`config.mk`:
```
export PLATFORM = sky130hd
export DESIGN_NAME = periph_arbiter_flat
export DESIGN_NICKNAME = d
export VERILOG_FILES = /design/src/rtl/periph_arbiter_if.sv /design/src/rtl/periph_arbiter.sv /design/src/flat_wrapper.sv
export SDC_FILE = /design/constraint.sdc
export NUM_CORES = 1
export LEC_CHECK = 0
export ABC_AREA = 1
export BUFFER_PORTS_ARGS = -buffer_cell sky130_fd_sc_hd__buf_2
export CORE_AREA = 3 3 122 124
export DETAILED_ROUTE_END_ITERATION = 10
export DIE_AREA = 0 0 125 127
export GPL_TIMING_DRIVEN = 0
export PLACE_DENSITY = 0.7
export SLEW_MARGIN = 20
export SYNTH_ARGS = -nofsm -noshare
export SYNTH_HDL_FRONTEND = slang
export SYNTH_SLANG_ARGS = --single-unit
```
`constraint.sdc`:
```
create_clock -name clk -period 1.77 [get_ports clk]
set_input_delay 0.354 -clock clk [delete_from_list [all_inputs] [get_ports clk]]
set_output_delay 0.354 -clock clk [all_outputs]
set_load 0.01 [all_outputs]
```
`src/rtl/periph_arbiter_if.sv`:
```
// Bundle between two bus masters, the arbiter and the single peripheral slave port.
// The slave modport is the arbiter's view; the master modport is the surrounding masters and peripheral.
interface periph_arbiter_if #(
    parameter int AW = 22,
    parameter int DW = 32,
    parameter int BW = 4
);
    logic [2*AW-1:0] m_read_addr;
    logic [1:0]      m_oe;
    logic [2*AW-1:0] m_write_addr;
    logic [2*DW-1:0] m_data_in;
    logic [2*BW-1:0] m_be;
    logic [1:0]      m_we;
    logic [DW-1:0]   m_data_out;
    logic [1:0]      m_data_valid;
    logic [1:0]      m_wack;

    logic [AW-1:0]   s_read_addr;
    logic            s_oe;
    logic [AW-1:0]   s_write_addr;
    logic            s_we;
    logic [DW-1:0]   s_data_in;
    logic [BW-1:0]   s_be;
    logic [DW-1:0]   s_data_out;
    logic            s_data_valid;
    logic            s_wack;
    logic            timeout_err;

    modport slave (
        input  m_read_addr, m_oe, m_write_addr, m_data_in, m_be, m_we,
        input  s_data_out, s_data_valid, s_wack,
        output m_data_out, m_data_valid, m_wack,
        output s_read_addr, s_oe, s_write_addr, s_we, s_data_in, s_be, timeout_err
    );

    modport master (
        output m_read_addr, m_oe, m_write_addr, m_data_in, m_be, m_we,
        output s_data_out, s_data_valid, s_wack,
        input  m_data_out, m_data_valid, m_wack,
        input  s_read_addr, s_oe, s_write_addr, s_we, s_data_in, s_be, timeout_err
    );
endinterface

```
`src/rtl/periph_arbiter.sv`:
```
// Round-robin arbiter sharing one peripheral port between two masters, one transaction in flight,
// with a watchdog that force-completes unanswered accesses. 1-cycle slave: request N -> pulse N+3.
module periph_arbiter #(
    parameter int address_width  = 22,
    parameter int data_width     = 2,
    parameter int timeout_cycles = 16
) (
    input  logic            clk,
    input  logic            rst,
    periph_arbiter_if.slave bus
);
    localparam int AW = address_width;
    localparam int DW = (1 << data_width) * 8;
    localparam int BW = 1 << data_width;
    localparam int CW = $clog2(timeout_cycles + 1);
    localparam logic [CW-1:0] TLAST = CW'(timeout_cycles - 1);

    typedef enum logic [1:0] {IDLE, ISSUE, WAIT, RESP} state_t;

    state_t        state;
    logic          last_grant;
    logic          gnt;
    logic          op_wr;
    logic          op_null;
    logic [CW-1:0] tcnt;

    logic [1:0]    req;
    logic          sel;
    logic          sel_we;
    logic [AW-1:0] sel_raddr;
    logic [AW-1:0] sel_waddr;
    logic [DW-1:0] sel_wdata;
    logic [BW-1:0] sel_be;
    logic [1:0]    gnt_mask;
    logic          rsp;

    always_comb begin
        req       = bus.m_oe | bus.m_we;
        sel       = (req == 2'b11) ? ~last_grant : req[1];
        sel_we    = sel ? bus.m_we[1] : bus.m_we[0];
        sel_raddr = sel ? bus.m_read_addr[2*AW-1:AW]  : bus.m_read_addr[AW-1:0];
        sel_waddr = sel ? bus.m_write_addr[2*AW-1:AW] : bus.m_write_addr[AW-1:0];
        sel_wdata = sel ? bus.m_data_in[2*DW-1:DW]    : bus.m_data_in[DW-1:0];
        sel_be    = sel ? bus.m_be[2*BW-1:BW]         : bus.m_be[BW-1:0];
        gnt_mask  = gnt ? 2'b10 : 2'b01;
        // only the response matching the pending op type counts
        rsp       = op_wr ? bus.s_wack : bus.s_data_valid;
    end

    always_ff @(posedge clk) begin
        if (rst) begin
            state            <= IDLE;
            last_grant       <= 1'b1;
            gnt              <= 1'b0;
            op_wr            <= 1'b0;
            op_null          <= 1'b0;
            tcnt             <= '0;
            bus.m_data_out   <= '0;
            bus.m_data_valid <= '0;
            bus.m_wack       <= '0;
            bus.s_read_addr  <= '0;
            bus.s_write_addr <= '0;
            bus.s_data_in    <= '0;
            bus.s_be         <= '0;
            bus.s_oe         <= 1'b0;
            bus.s_we         <= 1'b0;
            bus.timeout_err  <= 1'b0;
        end else begin
            bus.m_data_out   <= '0;
            bus.m_data_valid <= '0;
            bus.m_wack       <= '0;
            bus.s_oe         <= 1'b0;
            bus.s_we         <= 1'b0;
            bus.timeout_err  <= 1'b0;
            case (state)
                IDLE: begin
                    tcnt <= '0;
                    if (req != 2'b00) begin
                        gnt              <= sel;
                        last_grant       <= sel;
                        op_wr            <= sel_we;
                        op_null          <= sel_we && (sel_be == '0);
                        bus.s_read_addr  <= sel_raddr;
                        bus.s_write_addr <= sel_waddr;
                        bus.s_data_in    <= sel_wdata;
                        bus.s_be         <= sel_be;
                        bus.s_oe         <= ~sel_we;
                        bus.s_we         <= sel_we && (sel_be != '0);
                        state            <= ISSUE;
                    end
                end
                ISSUE, WAIT: begin
                    if (op_null) begin
                        bus.m_wack <= gnt_mask;
                        state      <= RESP;
                    end else if (rsp) begin
                        bus.m_data_out <= bus.s_data_out;
                        if (op_wr) bus.m_wack <= gnt_mask;
                        else       bus.m_data_valid <= gnt_mask;
                        state <= RESP;
                    end else if (tcnt == TLAST) begin
                        bus.m_data_out  <= '1;
                        bus.timeout_err <= 1'b1;
                        if (op_wr) bus.m_wack <= gnt_mask;
                        else       bus.m_data_valid <= gnt_mask;
                        state <= RESP;
                    end else begin
                        tcnt  <= tcnt + CW'(1);
                        state <= WAIT;
                    end
                end
                RESP: begin
                    bus.s_read_addr  <= '0;
                    bus.s_write_addr <= '0;
                    bus.s_data_in    <= '0;
                    bus.s_be         <= '0;
                    op_null          <= 1'b0;
                    state            <= IDLE;
                end
                default: state <= IDLE;
            endcase
        end
    end
endmodule

```
`src/flat_wrapper.sv`:
```
// flat-port wrapper written by rule: the top's interface ports become plain ports
module periph_arbiter_flat 
#(
    parameter int address_width  = 22,
    parameter int data_width     = 2,
    parameter int timeout_cycles = 16
)
  (clk, rst, bus_m_read_addr, bus_m_oe, bus_m_write_addr, bus_m_data_in, bus_m_be, bus_m_we, bus_s_data_out, bus_s_data_valid, bus_s_wack, bus_m_data_out, bus_m_data_valid, bus_m_wack, bus_s_read_addr, bus_s_oe, bus_s_write_addr, bus_s_we, bus_s_data_in, bus_s_be, bus_timeout_err);
  periph_arbiter_if #(.AW((22)), .DW((32)), .BW((4))) bus_i ();
  input  logic clk;
  input  logic rst;
  input wire logic [$bits(bus_i.m_read_addr)-1:0] bus_m_read_addr;
  input wire logic [$bits(bus_i.m_oe)-1:0] bus_m_oe;
  input wire logic [$bits(bus_i.m_write_addr)-1:0] bus_m_write_addr;
  input wire logic [$bits(bus_i.m_data_in)-1:0] bus_m_data_in;
  input wire logic [$bits(bus_i.m_be)-1:0] bus_m_be;
  input wire logic [$bits(bus_i.m_we)-1:0] bus_m_we;
  input wire logic [$bits(bus_i.s_data_out)-1:0] bus_s_data_out;
  input wire logic [$bits(bus_i.s_data_valid)-1:0] bus_s_data_valid;
  input wire logic [$bits(bus_i.s_wack)-1:0] bus_s_wack;
  output wire logic [$bits(bus_i.m_data_out)-1:0] bus_m_data_out;
  output wire logic [$bits(bus_i.m_data_valid)-1:0] bus_m_data_valid;
  output wire logic [$bits(bus_i.m_wack)-1:0] bus_m_wack;
  output wire logic [$bits(bus_i.s_read_addr)-1:0] bus_s_read_addr;
  output wire logic [$bits(bus_i.s_oe)-1:0] bus_s_oe;
  output wire logic [$bits(bus_i.s_write_addr)-1:0] bus_s_write_addr;
  output wire logic [$bits(bus_i.s_we)-1:0] bus_s_we;
  output wire logic [$bits(bus_i.s_data_in)-1:0] bus_s_data_in;
  output wire logic [$bits(bus_i.s_be)-1:0] bus_s_be;
  output wire logic [$bits(bus_i.timeout_err)-1:0] bus_timeout_err;
  assign bus_i.m_read_addr = bus_m_read_addr;
  assign bus_i.m_oe = bus_m_oe;
  assign bus_i.m_write_addr = bus_m_write_addr;
  assign bus_i.m_data_in = bus_m_data_in;
  assign bus_i.m_be = bus_m_be;
  assign bus_i.m_we = bus_m_we;
  assign bus_i.s_data_out = bus_s_data_out;
  assign bus_i.s_data_valid = bus_s_data_valid;
  assign bus_i.s_wack = bus_s_wack;
  assign bus_m_data_out = bus_i.m_data_out;
  assign bus_m_data_valid = bus_i.m_data_valid;
  assign bus_m_wack = bus_i.m_wack;
  assign bus_s_read_addr = bus_i.s_read_addr;
  assign bus_s_oe = bus_i.s_oe;
  assign bus_s_write_addr = bus_i.s_write_addr;
  assign bus_s_we = bus_i.s_we;
  assign bus_s_data_in = bus_i.s_data_in;
  assign bus_s_be = bus_i.s_be;
  assign bus_timeout_err = bus_i.timeout_err;
  periph_arbiter #(.address_width(address_width), .data_width(data_width), .timeout_cycles(timeout_cycles)) u_core (.clk(clk), .rst(rst), .bus(bus_i));
endmodule
```
==> metrics.md <==
| Metric | Value |
|---|---|
| Routability congestion estimate from global placement | `~0.86` |
| Result of the run | `complete, no violations` |
| Number of buffers created by CTS | `17` |
| Final count of negative-setup-slack endpoints | `0` |
| Worst-path cell chain | `ha_1 > inv_1 > nand3_4 > buf_4 > buf_4 > nor2_1 > o21ai_1 > a21oi_1` |
| Min-Delay Endpoint | `u_core.bus.m_data_out[17]` |
| Vias after detailed routing | `5938` |
| Worst setup path class | `register to register` |
| Number of register bits inferred by synthesis | `130` |
| Number of port buffers | `~320` |
| Std-Cell Core Area | `about 14000 um2` |
| Number of clock sinks | `130` |
| Slowest cell on the critical path | `sky130_fd_sc_hd__dfxtp_1` |
| Post-route antenna net violation count | `0` |
| DP HPWL | `14300 um` |
| Hold Crit Depth | `3` |
| Clock skew after layout | `about 0.0053 ns` |
| Cell variety after synth | `30` |
| Antenna violations before repair | `1` |
| Number of global-route vias before repair | `~5600` |
| Pwr per Cell Area | `approximately 1600 nW/um2` |
| Detail-routed net length per standard cell | `approximately 15 um` |
| Met2 wire len | `a little over 9000 um` |
| Avg Vias per Cell | `between 4 and 5` |
| TritonCTS clock tree | `built` |
| Transition time of the tightest slew-check pin | `between 0.5 and 0.6 ns` |
| Area Overhead vs Synth | `47.0%` |
| H-tree depth | `4` |
| Pre-Repair DR Iteration Count | `4` |
| Residual overflow from global routing | `0` |
| Wire length of the first global-routing pass | `around 28000 um` |
| Worst-path maximum fanout | `10` |
| Total of fill cells in the finished design | `about 1400` |
| Register-to-register setup slack | `between 0.09 and 0.1 ns` |
| Vert. Die Dim | `around 130 um` |
| Worst-path clk slew | `0.06 ns` |
| Total DRC errors in the routed layout | `0` |
| Dpl cell area | `a little over 7000 um2` |
| Cell row count | `43` |
| Number of ports placed on the die boundary | `roughly 320` |
| Starting utilization of the core area | `38.3%` |
| Clock tree buffer depth | `2` |
| Leakage power total | `~4 nW` |
| GRT Resource Usage Total | `a little under a quarter` |
| CP endpoint kind | `register` |
| Hold bufs inserted after CTS | `0` |
| Required time of the critical path | `around 2.1 ns` |
| Synthesized Nets | `between 900 and 1000` |
| Worst hold path class | `input pin to register` |
| Worst reg2reg path startpoint | `u_core.state[0]` |
| Buffer type at the clock tree root | `sky130_fd_sc_hd__clkbuf_16` |
| Setup WS pre-CTS | `-0.0864 ns` |
| Smallest setup slack after layout | `approximately 0.099 ns` |
| Startpoint of the tightest hold check path | `bus_s_data_out[17]` |
| Time the final worst path needs with I/O delays and setup | `~1.7 ns` |
| DRC violation total after the first TritonRoute iteration | `roughly 330` |
| Synthesized instance count | `around 740` |
| Total die area | `between 15000 and 20000 um2` |
| Number of warnings issued by yosys | `0` |
| Count of pins over their slew limit | `0` |
| Reg-to-reg endpoint | `u_core.bus.s_read_addr[16]` |
| Crit path buffers/inverters | `3` |
| Share of synthesized area occupied by flip-flops and latches | `between 40% and 50%` |
| Top routing layer in use | `met4` |
| Met3 Wirelength | `between 1000 and 1500 um` |
| Routed length on met1 | `~7600 um` |
| Final worst path period share | `between 90 and 100%` |
| Skew-Pair Late Insertion Delay | `0.42 ns` |
| Worst slack on hold paths | `about 0.15 ns` |
| Aggregate routed wire length | `between 15000 and 20000 um` |
| IR Drop Worst-Case VDD | `roughly 800 uV` |
| Final hold violation count | `0` |
| Number of violations of the max-capacitance limit | `0` |
| Setup crit start kind | `register` |
| Multi-input combinational cell area | `~2500 um2` |
| Crit-path leading delay family | `buffers and inverters` |
| Post-route cell area | `7810 um2` |
| Average footprint of a synthesized cell | `7.17 um2` |
| Share of flip-flops with an asynchronous set or reset | `0%` |
| Layout Nets | `about 1300` |
| Die Wd | `125 um` |
| Fraction of final layout cells sized beyond drive strength 1 | `a little under two fifths` |
| Max-slew headroom at the worst pin | `around 62%` |
| Highest clock rate | `~600 MHz` |
| Number of enable-type register cells in the synthesized netlist | `0` |
| Total standard cell area after synthesis | `5310 um2` |
| Endpoint arrival time on the critical path | `roughly 2 ns` |
| Top cell by count, worst path | `sky130_fd_sc_hd__buf_4` |
| Post-layout utilization of the core | `a little under three fifths` |
| Leading register cell type out of synthesis | `sky130_fd_sc_hd__dfxtp_1` |
| Area of all sequential standard cells | `2610 um2` |
| Maximum number of pins on one net before global-route repair | `17` |
| CP max stage delay | `0.33 ns` |
| Cell depth of the worst flop-to-flop path | `8` |
worst max path at each step:
| stage | from | end | slack, ns | cells after the start |
|---|---|---|---|---|
| 2_1_floorplan | u_core.state[0] | u_core.bus.m_data_out[0] | 0.24 | 8 |
| 5_1_grt | u_core.tcnt[0] | u_core.tcnt[1] | -0.006 | 10 |
| 6_report | u_core.state[0] | u_core.bus.s_read_addr[16] | 0.1 | 8 |
| 4_1_cts | u_core.state[0] | u_core.bus.s_read_addr[1] | 0.002 | 8 |
| 3_3_place_gp | bus_m_we[1] | u_core.bus.s_write_addr[2] | -0.06 | 8 |
| 3_5_place_dp | bus_m_we[1] | u_core.bus.s_write_addr[2] | -0.09 | 8 |
worst min-delay path: stages:
cell	delay, ns
sky130_fd_sc_hd__buf_2	0.07
sky130_fd_sc_hd__nor2_1	0.03
sky130_fd_sc_hd__nor2_1	0.08
final cells by class:
cell class	instances	area share [%]
repair buffers	318	20.4
inverters	18	0.865
flip-flops and latches	130	33.4
clock inverters	15	2.32
diodes	1	0.0320
well taps	180	2.88
plain buffers	48	3.25
multi-input cells	544	31.4
clock buffers	17	5.45
cells in the mapped netlist, types with 4 or more instances:
| master | number | share of area [%] |
|---|---|---|
| sky130_fd_sc_hd__nand3_1 | 8 | 0.75 |
| sky130_fd_sc_hd__nor2_1 | 224 | 16 |
| sky130_fd_sc_hd__dfxtp_1 | 130 | 49 |
| sky130_fd_sc_hd__ha_1 | 4 | 0.94 |
| sky130_fd_sc_hd__inv_2 | 5 | 0.35 |
| sky130_fd_sc_hd__inv_1 | 13 | 0.92 |
| sky130_fd_sc_hd__clkbuf_1 | 21 | 1.5 |
| sky130_fd_sc_hd__a21oi_1 | 89 | 8.4 |
| sky130_fd_sc_hd__nand2_1 | 112 | 7.9 |
| sky130_fd_sc_hd__nor3_1 | 4 | 0.38 |
| sky130_fd_sc_hd__buf_2 | 22 | 2.1 |
| sky130_fd_sc_hd__o21ai_0 | 52 | 4.9 |
| sky130_fd_sc_hd__o21ai_1 | 29 | 2.7 |
power by group:
part / internal (W) / switching (W) / total, W
combinational: 0.00191 / 0.00307 / 0.00498
sequential: 0.00371 / 0.000341 / 0.00405
clock: 0.00223 / 0.00136 / 0.00359
kinds of logic (layout without fill, tap and decap cells):
| family | count (synthesis) | after routing | share of synthesized area [%] |
|---|---|---|---|
| and+or+nand+nor | 363 | 363 | 27.4 |
| AOI/OAI and AO/OA | 176 | 176 | 17.0 |
| DFF | 130 | 130 | 49.0 |
| buffers and inverters | 67 | 416 | 5.53 |
| adders and majority gates | 4 | 4 | 0.942 |
| xor gates and xnor gates | 1 | 1 | 0.165 |
| other | 0 | 1 | 0 |
metrics by stage:
| step | TNS [ns] | instances | total power, W |
|---|---|---|---|
| 2_1_floorplan | 0 | 741 | 0.00706 |
| 3_3_place_gp | -1.11 | 1238 | 0.00885 |
| 3_5_place_dp | -1.81 | 1238 | 0.00890 |
| 4_1_cts | 0 | 1270 | 0.0126 |
| 5_1_grt | -0.00864 | 1271 | 0.0135 |
| 6_report | 0 | 1271 | 0.0126 |
metal layers:
layer,up-vias,track usage [%]
met3,26,7.57
met5,-,0
met1,2632,26.8
li1,3066,-
met4,0,7.59
met2,214,39.1
cell usage in the layout, fill, tap and decap left out, drive strengths merged:
master,n
buf,343
nor2,230
dfxtp,130
nand2,115
a21oi,89
o21ai,83
clkbuf,40
inv,21
nand3,10
clkinv,7
nor3,4
ha,4
bufinv,3
nand4,2
o211ai,2
clkinvlp,2
diode,1
o21bai,1
xor2,1
nor3b,1
or2,1
o22ai,1
timing repair:
item / in CTS / in global routing
pin swaps: 0 / 3
setup endpoints to repair: 110 / 115
gates resized for setup: 7 / 33
setup buffers: 0 / 1
flip-flops by register name, summed over array words and instances, names as in the netlist:
register                 flops
u_core.bus.m_data_out       32
u_core.bus.m_data_valid      2
u_core.bus.m_wack            2
u_core.bus.s_be              4
u_core.bus.s_data_in        32
u_core.bus.s_oe              1
u_core.bus.s_read_addr      22
u_core.bus.s_we              1
u_core.bus.s_write_addr     22
u_core.bus.timeout_err       1
u_core.gnt                   1
u_core.last_grant            1
u_core.op_null               1
u_core.op_wr                 1
u_core.state                 2
u_core.tcnt                  5
No activity file was read; power rests on OpenSTA's default activity.
